### config.mk
export PLATFORM = sky130hd
export DESIGN_NAME = spi_mem_master_flat
export DESIGN_NICKNAME = d
export VERILOG_FILES = /design/src/rtl/spi_pkg.sv /design/src/rtl/spi_mem_master_if.sv /design/src/rtl/spi_mem_master_clk_gen.sv /design/src/rtl/spi_mem_master.sv /design/src/flat_wrapper.sv
export SDC_FILE = /design/constraint.sdc
export NUM_CORES = 1
export LEC_CHECK = 0
export ABC_AREA = 1
export BUFFER_PORTS_ARGS = -buffer_cell sky130_fd_sc_hd__buf_2
export CORE_UTILIZATION = 61
export CTS_CLUSTER_DIAMETER = 150
export DETAILED_ROUTE_END_ITERATION = 16
export GPL_TIMING_DRIVEN = 0
export PLACE_DENSITY = 0.82
export REMOVE_ABC_BUFFERS = 1
export SKIP_LAST_GASP = 1
export SLEW_MARGIN = 20
export SYNTH_ARGS = -nofsm -noshare
export SYNTH_HDL_FRONTEND = slang
export SYNTH_HIERARCHICAL = 1
export SYNTH_SLANG_ARGS = --single-unit
### constraint.sdc
create_clock -name clk -period 5.6 [get_ports clk]
set_clock_uncertainty 0.15 [all_clocks]
set_input_delay 0.28 -clock clk [delete_from_list [all_inputs] [get_ports clk]]
set_output_delay 0.28 -clock clk [all_outputs]
set_load 0.01 [all_outputs]
### src/rtl/spi_pkg.sv
// Shared command codes, FSM state type and framing helper for the SPI SRAM master.
package spi_pkg;

  localparam logic [7:0] SPI_CMD_READ  = 8'h03;
  localparam logic [7:0] SPI_CMD_WRITE = 8'h02;

  typedef enum logic [2:0] {
    IDLE,
    SHIFT,
    HOLD,
    DONE,
    GAP
  } spi_state_t;

  function automatic logic [7:0] spi_cmd(input logic we);
    return we ? SPI_CMD_WRITE : SPI_CMD_READ;
  endfunction

endpackage

### src/rtl/spi_mem_master_if.sv
// CPU-side request/acknowledge port of the SPI SRAM master.
interface spi_mem_master_if #(
  parameter int ADDR_W = 16,
  parameter int DATA_W = 16
);

  logic              req_i;
  logic              we_i;
  logic [ADDR_W-1:0] addr_i;
  logic [DATA_W-1:0] wdata_i;
  logic              ack_o;
  logic [DATA_W-1:0] rdata_o;
  logic              busy_o;

  modport master (
    output req_i, we_i, addr_i, wdata_i,
    input  ack_o, rdata_o, busy_o
  );

  modport slave (
    input  req_i, we_i, addr_i, wdata_i,
    output ack_o, rdata_o, busy_o
  );

endinterface

### src/rtl/spi_mem_master_clk_gen.sv
// SCLK generator: CLK_DIV cycles per half-period, idles low whenever disabled.
module spi_clk_gen #(
  parameter int CLK_DIV = 2
) (
  input  logic clk,
  input  logic reset,
  input  logic en,
  output logic rise_o,
  output logic fall_o,
  output logic sclk_o
);

  localparam int PH_W = $clog2(CLK_DIV + 1);
  localparam logic [PH_W-1:0] PH_LAST = PH_W'(CLK_DIV - 1);

  logic [PH_W-1:0] phase_cnt;
  logic            half_end;

  // Strobes flag the cycle whose closing edge toggles sclk_o.
  assign half_end = en && (phase_cnt == PH_LAST);
  assign rise_o   = half_end && !sclk_o;
  assign fall_o   = half_end && sclk_o;

  always_ff @(posedge clk or posedge reset) begin
    if (reset) begin
      phase_cnt <= '0;
      sclk_o    <= 1'b0;
    end else if (!en) begin
      phase_cnt <= '0;
      sclk_o    <= 1'b0;
    end else if (half_end) begin
      phase_cnt <= '0;
      sclk_o    <= ~sclk_o;
    end else begin
      phase_cnt <= phase_cnt + 1'b1;
    end
  end

endmodule

### src/rtl/spi_mem_master.sv
// SPI mode-0 master turning single-word CPU requests into 23LC-style READ/WRITE frames.
module spi_mem_master
  import spi_pkg::*;
#(
  parameter int ADDR_W  = 16,
  parameter int DATA_W  = 16,
  parameter int CLK_DIV = 2,
  parameter int CS_GAP  = 2
) (
  input  logic               clk,
  input  logic               reset,
  spi_mem_master_if.slave    bus,
  output logic               sclk_o,
  output logic               csb_o,
  output logic               mo_o,
  input  logic               mi_i
);

  localparam int N        = 8 + ADDR_W + DATA_W;
  localparam int RX_START = 8 + ADDR_W;
  localparam int BIT_W    = $clog2(N + 1);
  localparam int PH_W     = $clog2(CLK_DIV + 1);
  localparam int GAP_W    = (CS_GAP < 1) ? 1 : $clog2(CS_GAP + 1);

  localparam logic [BIT_W-1:0] BIT_LAST  = BIT_W'(N - 1);
  localparam logic [BIT_W-1:0] RX_FIRST  = BIT_W'(RX_START);
  localparam logic [PH_W-1:0]  HOLD_LAST = PH_W'(CLK_DIV - 1);
  localparam logic [GAP_W-1:0] GAP_LAST  = GAP_W'((CS_GAP > 0) ? CS_GAP - 1 : 0);

  if ((ADDR_W < 8) || (ADDR_W > 32) || (ADDR_W % 8 != 0)) begin : g_bad_addr_w
    $error("spi_mem_master: ADDR_W must be a multiple of 8 in 8..32");
  end
  if ((DATA_W < 8) || (DATA_W > 32) || (DATA_W % 8 != 0)) begin : g_bad_data_w
    $error("spi_mem_master: DATA_W must be a multiple of 8 in 8..32");
  end
  if (CLK_DIV < 1) begin : g_bad_clk_div
    $error("spi_mem_master: CLK_DIV must be at least 1");
  end
  if (CS_GAP < 0) begin : g_bad_cs_gap
    $error("spi_mem_master: CS_GAP must not be negative");
  end

  spi_state_t        state;
  logic [BIT_W-1:0]  bit_cnt;
  logic [PH_W-1:0]   hold_cnt;
  logic [GAP_W-1:0]  gap_cnt;
  logic              we_q;
  logic [N-1:0]      frame;
  logic [N-1:0]      tx_sh;
  logic [DATA_W-1:0] rx_sh;
  logic              shift_en;
  logic              accept;
  logic              sclk_rise;
  logic              sclk_fall;

  assign shift_en = (state == SHIFT);
  assign accept   = (state == IDLE) && bus.req_i;
  assign frame    = {spi_cmd(bus.we_i), bus.addr_i, bus.we_i ? bus.wdata_i : DATA_W'(0)};

  spi_clk_gen #(
    .CLK_DIV (CLK_DIV)
  ) u_clk_gen (
    .clk    (clk),
    .reset  (reset),
    .en     (shift_en),
    .rise_o (sclk_rise),
    .fall_o (sclk_fall),
    .sclk_o (sclk_o)
  );

  // Control FSM; every pad and handshake output is registered here.
  always_ff @(posedge clk or posedge reset) begin
    if (reset) begin
      state       <= IDLE;
      csb_o       <= 1'b1;
      mo_o        <= 1'b0;
      bus.ack_o   <= 1'b0;
      bus.busy_o  <= 1'b0;
      bus.rdata_o <= '0;
      bit_cnt     <= '0;
      hold_cnt    <= '0;
      gap_cnt     <= '0;
      we_q        <= 1'b0;
    end else begin
      bus.ack_o <= 1'b0;
      case (state)
        IDLE: begin
          if (bus.req_i) begin
            state      <= SHIFT;
            csb_o      <= 1'b0;
            mo_o       <= frame[N-1];
            bus.busy_o <= 1'b1;
            we_q       <= bus.we_i;
            bit_cnt    <= '0;
          end
        end
        SHIFT: begin
          // The falling SCLK edge closes one bit and presents the next.
          if (sclk_fall) begin
            if (bit_cnt == BIT_LAST) begin
              state    <= HOLD;
              mo_o     <= 1'b0;
              hold_cnt <= '0;
            end else begin
              bit_cnt <= bit_cnt + 1'b1;
              mo_o    <= tx_sh[N-1];
            end
          end
        end
        HOLD: begin
          if (hold_cnt == HOLD_LAST) begin
            state     <= DONE;
            csb_o     <= 1'b1;
            mo_o      <= 1'b0;
            bus.ack_o <= 1'b1;
            if (!we_q) begin
              bus.rdata_o <= rx_sh;
            end
          end else begin
            hold_cnt <= hold_cnt + 1'b1;
          end
        end
        DONE: begin
          if (CS_GAP == 0) begin
            state      <= IDLE;
            bus.busy_o <= 1'b0;
          end else begin
            state   <= GAP;
            gap_cnt <= '0;
          end
        end
        GAP: begin
          if (gap_cnt == GAP_LAST) begin
            state      <= IDLE;
            bus.busy_o <= 1'b0;
          end else begin
            gap_cnt <= gap_cnt + 1'b1;
          end
        end
        default: begin
          state <= IDLE;
        end
      endcase
    end
  end

  // Shift registers carry data only; the FSM decides when their contents matter.
  always_ff @(posedge clk) begin
    if (accept) begin
      tx_sh <= {frame[N-2:0], 1'b0};
    end else if (shift_en && sclk_fall) begin
      tx_sh <= {tx_sh[N-2:0], 1'b0};
    end
    if (shift_en && sclk_rise && (bit_cnt >= RX_FIRST)) begin
      rx_sh <= {rx_sh[DATA_W-2:0], mi_i};
    end
  end

endmodule

### src/flat_wrapper.sv
// flat-port wrapper written by rule: the top's interface ports become plain ports
module spi_mem_master_flat import spi_pkg::*;
#(
  parameter int ADDR_W  = 16,
  parameter int DATA_W  = 16,
  parameter int CLK_DIV = 2,
  parameter int CS_GAP  = 2
)
  (clk, reset, sclk_o, csb_o, mo_o, mi_i, bus_req_i, bus_we_i, bus_addr_i, bus_wdata_i, bus_ack_o, bus_rdata_o, bus_busy_o);
  spi_mem_master_if #(.ADDR_W(ADDR_W), .DATA_W(DATA_W)) bus_i ();
  input  logic clk;
  input  logic reset;
  output logic sclk_o;
  output logic csb_o;
  output logic mo_o;
  input  logic mi_i;
  input wire logic [$bits(bus_i.req_i)-1:0] bus_req_i;
  input wire logic [$bits(bus_i.we_i)-1:0] bus_we_i;
  input wire logic [$bits(bus_i.addr_i)-1:0] bus_addr_i;
  input wire logic [$bits(bus_i.wdata_i)-1:0] bus_wdata_i;
  output wire logic [$bits(bus_i.ack_o)-1:0] bus_ack_o;
  output wire logic [$bits(bus_i.rdata_o)-1:0] bus_rdata_o;
  output wire logic [$bits(bus_i.busy_o)-1:0] bus_busy_o;
  assign bus_i.req_i = bus_req_i;
  assign bus_i.we_i = bus_we_i;
  assign bus_i.addr_i = bus_addr_i;
  assign bus_i.wdata_i = bus_wdata_i;
  assign bus_ack_o = bus_i.ack_o;
  assign bus_rdata_o = bus_i.rdata_o;
  assign bus_busy_o = bus_i.busy_o;
  spi_mem_master #(.ADDR_W(ADDR_W), .DATA_W(DATA_W), .CLK_DIV(CLK_DIV), .CS_GAP(CS_GAP)) u_core (.clk(clk), .reset(reset), .bus(bus_i), .sclk_o(sclk_o), .csb_o(csb_o), .mo_o(mo_o), .mi_i(mi_i));
endmodule
======== Word level (Yosys, flattened, before mapping) ========
Index checks and enable logic that the tools add are counted.
cells by class
  bitwise logic cells ..................... 2
  $add $sub $neg .......................... 4
  equal/unequal tests ..................... 17
  reductions and logical operators ........ 25
  muxes and demuxes ....................... 37
  magnitude comparators ................... 1
operator list
  cell                 number
  $mux 40              2
  $mux 6               3
  $mux 16              1
  $mux 3               5
  $pmux 3 s5           1
  $ne 2x2->1 const B   7
  $mux 1               13
  $mux 2               6
  $pmux 6 s2           1
  $reduce_and 4->1     3
  $reduce_bool 2->1    6
  $reduce_and 3->1     3
  $pmux 2 s2           2
  $logic_and 1x1->1    7
  $add 2x1->2 const B  3
  $add 6x1->6 const B  1
  $eq 2x1->1 const B   3
  $eq 3x2->1 const B   2
  $eq 6x6->1 const B   1
  $ge 6x5->1 const B   1
  $reduce_and 5->1     1
  $ne 2x1->1 const B   2
  $pmux 1 s2           2
  $reduce_and 2->1     2
  other kinds (7)      8
word-level totals
  input bits .............................. 37
  logic and storage cells ................. 100
  register bits after elaboration ......... 92

======== Depth between registers and ports, before layout ========
  depth after elaboration ................. 6
  mapped depth ............................ 11
  depth with buffers taken out ............ 11

======== By module ========
The synthesis kept the hierarchy.
by module, submodules not included
  module          area each (um^2)  seq. area each (um^2)  cells an instance  instances
  spi_mem_master  3723.6            2503.7                 333                1
  spi_clk_gen     138.9             75.1                   19                 1

======== Worst setup path before layout ========
OpenSTA, ideal clock, no wires.
  path kind ............................... register to register
  start ................................... register u_core.state[1]
  end ..................................... register u_core.bit_cnt[0]
  slack ................................... 2809 ps
  library setup time ...................... 120 ps
  arrival time ............................ 2521 ps
  buffers on the path ..................... 0
  period minus slack after synthesis ...... 2791 ps
  cell stages (with the launch flop) ...... 11
  required time ........................... 5330 ps
  cells stage by stage .................... dfrtp_1 -> inv_1 -> nand2_2 -> nor2_4 -> nand2_1 -> nor2_1 -> inv_1 -> o21ai_2 -> nand2_2 -> nor2_1 -> nor2_1
between the ends
  longest elaborated chain between the ends .. 5
RTL lines
  element                     line                          source
  start: declaration          spi_mem_master.sv:43          spi_state_t state;
  start signal: assignment    spi_mem_master.sv:74          state <= IDLE;
  start signal: assignment    spi_mem_master.sv:89          state <= SHIFT;
  start signal: assignment    spi_mem_master.sv:101         state <= HOLD;
  $eq 3x1->1                  spi_mem_master.sv:56          assign shift_en = (state == SHIFT);
  net u_core.shift_en         spi_mem_master.sv:51          logic shift_en;
  $logic_and 1x1->1           spi_mem_master_clk_gen.sv:20  assign half_end = en && (phase_cnt == PH_LAST);
  $logic_and 1x1->1           spi_mem_master_clk_gen.sv:22  assign fall_o = half_end && sclk_o;
  net u_core.sclk_fall        spi_mem_master.sv:54          logic sclk_fall;
  $ne 2x2->1 (no line)        -
  $reduce_and 4->1 (no line)  -
  end signal: assignment      spi_mem_master.sv:105         bit_cnt <= bit_cnt + 1'b1;
  end: declaration            spi_mem_master.sv:44          logic [BIT_W-1:0] bit_cnt;
The timed path passes the listed nets, and every way through them passes these cells.
A chain may end at the register's enable or synchronous reset.

======== Final worst setup path ========
  start ................................... register u_core.state[1]
  end ..................................... register u_core.bit_cnt[4]
The elaborated chain is that of the path after synthesis.

==> impl_results.md <==
* DR vias/cell at 5.24
* Most common cell on crit path: nand2_1
* Fmax at 405 MHz
* Hold path cells at 3
* Clock slew at reported path FFs at 0.09 ns
* Post-placement cell area at 4210 um^2
* Site Rows at 28
* Worst VDD drop at 0.240 mV
* Total iterations of the first detailed-routing run at 4
* First-pass GRT wire length at approximately 11 mm
* Final slew viol count at 0
* CP Launch Type: register
* Share of layout cells above drive strength 1 at 0.227
* GRT Overall Usage at 0.230
* Die Ht at 81.6 um
* Max_slew headroom at 0.427
* P&R area growth vs syn at 15.6%
* Overall power at 2.13 mW
* Tightest Pin Transition at 0.860 ns
* P_sw at 0.716 mW
* Gate Count Post-Synth at about 350
* H-tree levels at 3
* Total number of vias at 2590
* RSZ-0062 raised after global routing: false
* Cell area after layout at 4470 um^2
* Final HPWL DP at ~4.3 mm
* Clk_lat worst skew at 0.35 ns
* Worst path bufs/invs at 2
* CTS sink cnt at slightly above 90
* Yosys cell types at 33
* Setup TNS at 0 ns
* Pwr Density at 478 nW/um^2
* Post-synthesis sequential area ratio at 0.668
* Top-Level Pins at 58
* CP peak stage delay at 0.60 ns
* Final #Nets at 455
* Post-Syn Area at 3860 um^2
* CTS Hold Bufs at 2
* Sequential cell area at ~2600 um^2
* Die Footprint at 6650 um^2
* Cts repair resizes at 0
* Drt wl/cell at 13.8 um
* Diodes inserted at 0
* Switching part of the total power at 0.335
* Initial Util at 0.641
* Initial drt markers at 166
* Worst reg2reg endpoint: u_core/bit_cnt[4]
* Post-detailed-route count of antenna-violating nets at 0
* Register bit total from synthesis at 92
* Mean Syn Cell Area at approximately 11 um^2
* Pin count of the biggest net entering global routing at 42
* Top Family by Delay on Critical Path: simple AND/OR/NAND/NOR gates
* Final setup violation count at 0
* Syn. warnings at 6
* DRC viols at 0
* Vias in the first global route at approximately 2.4k
* Hold_ws at 0.0312 ns
* Worst R2R Path Depth at 10
* Root Driver: clkbuf_8
* Critical path class: reg2reg
* Required time of the critical path at 5.69 ns
* Clock Power Share at 0.235
* Int Power at 1.42 mW
* CTS tree: built
* Inst Count DP at 476
* CP arrival at 2.56 ns
* Initial antenna violation count at 0
* Leakage at 2.14 nW
* Hold Crit Class: in2reg
* Setup crit end kind: register
* Tmin final at 2.47 ns
* Min-delay src: bus_addr_i[9]
* Buffers from clock root to sink, at most at 2
* CORE AREA at 6030 um^2
* Fin crit share at 0.441
* Max Cap Violations at 0
* Worst slack, placed at 3.17 ns
* R2R setup slack at 3.13 ns
* Number of post-CTS setup repair buffers at 0
* Routability cong. at 0.779
* Worst Hold End: u_core/tx_sh[26]
* Status: finished, final reports clean
* WL final at 6.82 mm
* Multi-input logic area at approximately 1100 um^2
* Worst R2R Start: u_core/state[1]
* Finished Layout Cells at 494
* Final WS setup at 3.13 ns
* CP cell instances: inv_1 -> nand2_2 -> nor2_4 -> nand2_1 -> nor2_1 -> inv_1 -> o21ai_4 -> nand2_2 -> nand2_1 -> nand2_1
* Comb pwr share at 0.288
* Total of fill cells in the finished design at 424
* CP Max Fanout at 20
* Die X-Extent at 81.6 um
* I/O Buffers at 57
* Sequential Power Share at 0.478
* Post-layout util at 0.741
* GRT Residual Overflow at 0
* CP max-delay cell: o21ai_4
* CTS buffer count at 9
* Hold Fails Final Rpt at 0
-- kinds of logic after synthesis --
kind of cell	Yosys count	share of synthesized area
adders and majority gates	4	0.0130
xor gates and xnor gates	2	0.00454
buffers and inverters	41	0.0492
and+or+nand+nor	185	0.212
AOI/OAI and AO/OA	28	0.0535
DFF	92	0.668
-- flip-flops by register name, summed over array words and instances (netlist names) --
register	cells
u_core/bit_cnt	6
u_core/bus.ack_o	1
u_core/bus.busy_o	1
u_core/bus.rdata_o	16
u_core/csb_o	1
u_core/gap_cnt	2
u_core/hold_cnt	2
u_core/mo_o	1
u_core/rx_sh	16
u_core/state	3
u_core/tx_sh	39
u_core/u_clk_gen/phase_cnt	2
u_core/u_clk_gen/sclk_o	1
u_core/we_q	1
-- area by class of cell --
cell class | count | share of cell area
clock buffer | 12 | 0.0398
clock inverter | 4 | 0.0132
inverter | 32 | 0.0269
multi-input combinational | 219 | 0.247
sequential | 92 | 0.577
tap | 75 | 0.0210
timing repair buffer | 60 | 0.0745
-- placed cells by master (no fill, tap or decap), drive strengths merged --
| cell | netlist | final |
|---|---|---|
| inv | 31 | 33 |
| o21ai | 8 | 8 |
| a22o | 15 | 15 |
| nor3 | 1 | 1 |
| a21oi | 2 | 2 |
| dfstp | 1 | 1 |
| bufinv | 0 | 1 |
| o22ai | 1 | 1 |
| nand3 | 27 | 27 |
| nand4 | 1 | 1 |
| xnor2 | 1 | 1 |
| edfxtp | 55 | 55 |
| dfrtp | 36 | 36 |
| dlygate4sd3 | 0 | 2 |
| or2 | 4 | 4 |
| clkbuf | 1 | 12 |
| clkinv | 1 | 2 |
| nor2 | 22 | 22 |
| xor2 | 1 | 1 |
| nand2 | 129 | 129 |
| o21a | 1 | 1 |
| buf | 8 | 58 |
| nand3b | 1 | 1 |
| ha | 4 | 4 |
| o21bai | 1 | 1 |
-- Yosys cell counts --
library cell	n	area [um^2]
nor2_4	3	33.8
a21oi_1	2	10.0
nor2_8	1	20.0
o21ai_2	1	8.76
buf_6	3	33.8
clkinv_1	1	3.75
or2_2	4	25.0
clkbuf_1	1	3.75
nand2_1	125	469
o21a_1	1	7.51
nand3_4	1	17.5
inv_2	2	7.51
nand4_1	1	6.26
nand3b_1	1	7.51
nand3_1	26	130
nand2_2	3	18.8
xnor2_1	1	8.76
buf_4	3	22.5
o21bai_1	1	7.51
o22ai_1	1	6.26
dfstp_2	1	26.3
ha_1	4	50.1
edfxtp_1	55	1650
inv_1	29	109
nor3_1	1	5.00
dfrtp_1	36	901
nand2_4	1	11.3
nor2_1	15	56.3
a22o_1	15	131
xor2_1	1	8.76
o21ai_0	7	35.0
buf_2	2	10.0
nor2_2	3	18.8
-- worst min-delay path, delay by kind of cell --
kind	cells	cell delay (ns)
buf+inv	1	0.07
simple gates	2	0.08
-- power groups by stage --
stage | registers [mW] | logic, mW | clock network, mW
after detailed placement | 1.03 | 0.607 | 0
after global routing | 1.04 | 0.702 | 0.535
after floorplan | 1.05 | 0.390 | 0
after CTS | 1.02 | 0.617 | 0.510
final | 1.02 | 0.614 | 0.501
after global placement | 1.03 | 0.571 | 0
-- per-layer routing --
metal	vias to the layer above	wire length [um]	global-route usage
met1	1230	3080	0.313
met5	-	0	0
met4	0	81	0.0842
li1	1277	-	-
met2	75	3370	0.364
met3	8	292	0.0522
-- worst max path at each step --
stage | from | end | slack, ns | cells after the start
finish | u_core/state[1] | u_core/bit_cnt[4] | 3.13 | 10
global route | u_core/state[1] | u_core/bit_cnt[3] | 2.86 | 10
CTS | u_core/state[1] | u_core/bit_cnt[5] | 3.11 | 10
detailed placement | u_core/state[1] | u_core/bit_cnt[4] | 3.17 | 10
global placement | u_core/state[1] | u_core/bit_cnt[0] | 2.12 | 10
floorplan | u_core/state[1] | u_core/bit_cnt[0] | 2.81 | 10
(Power assumes the default switching activity.)
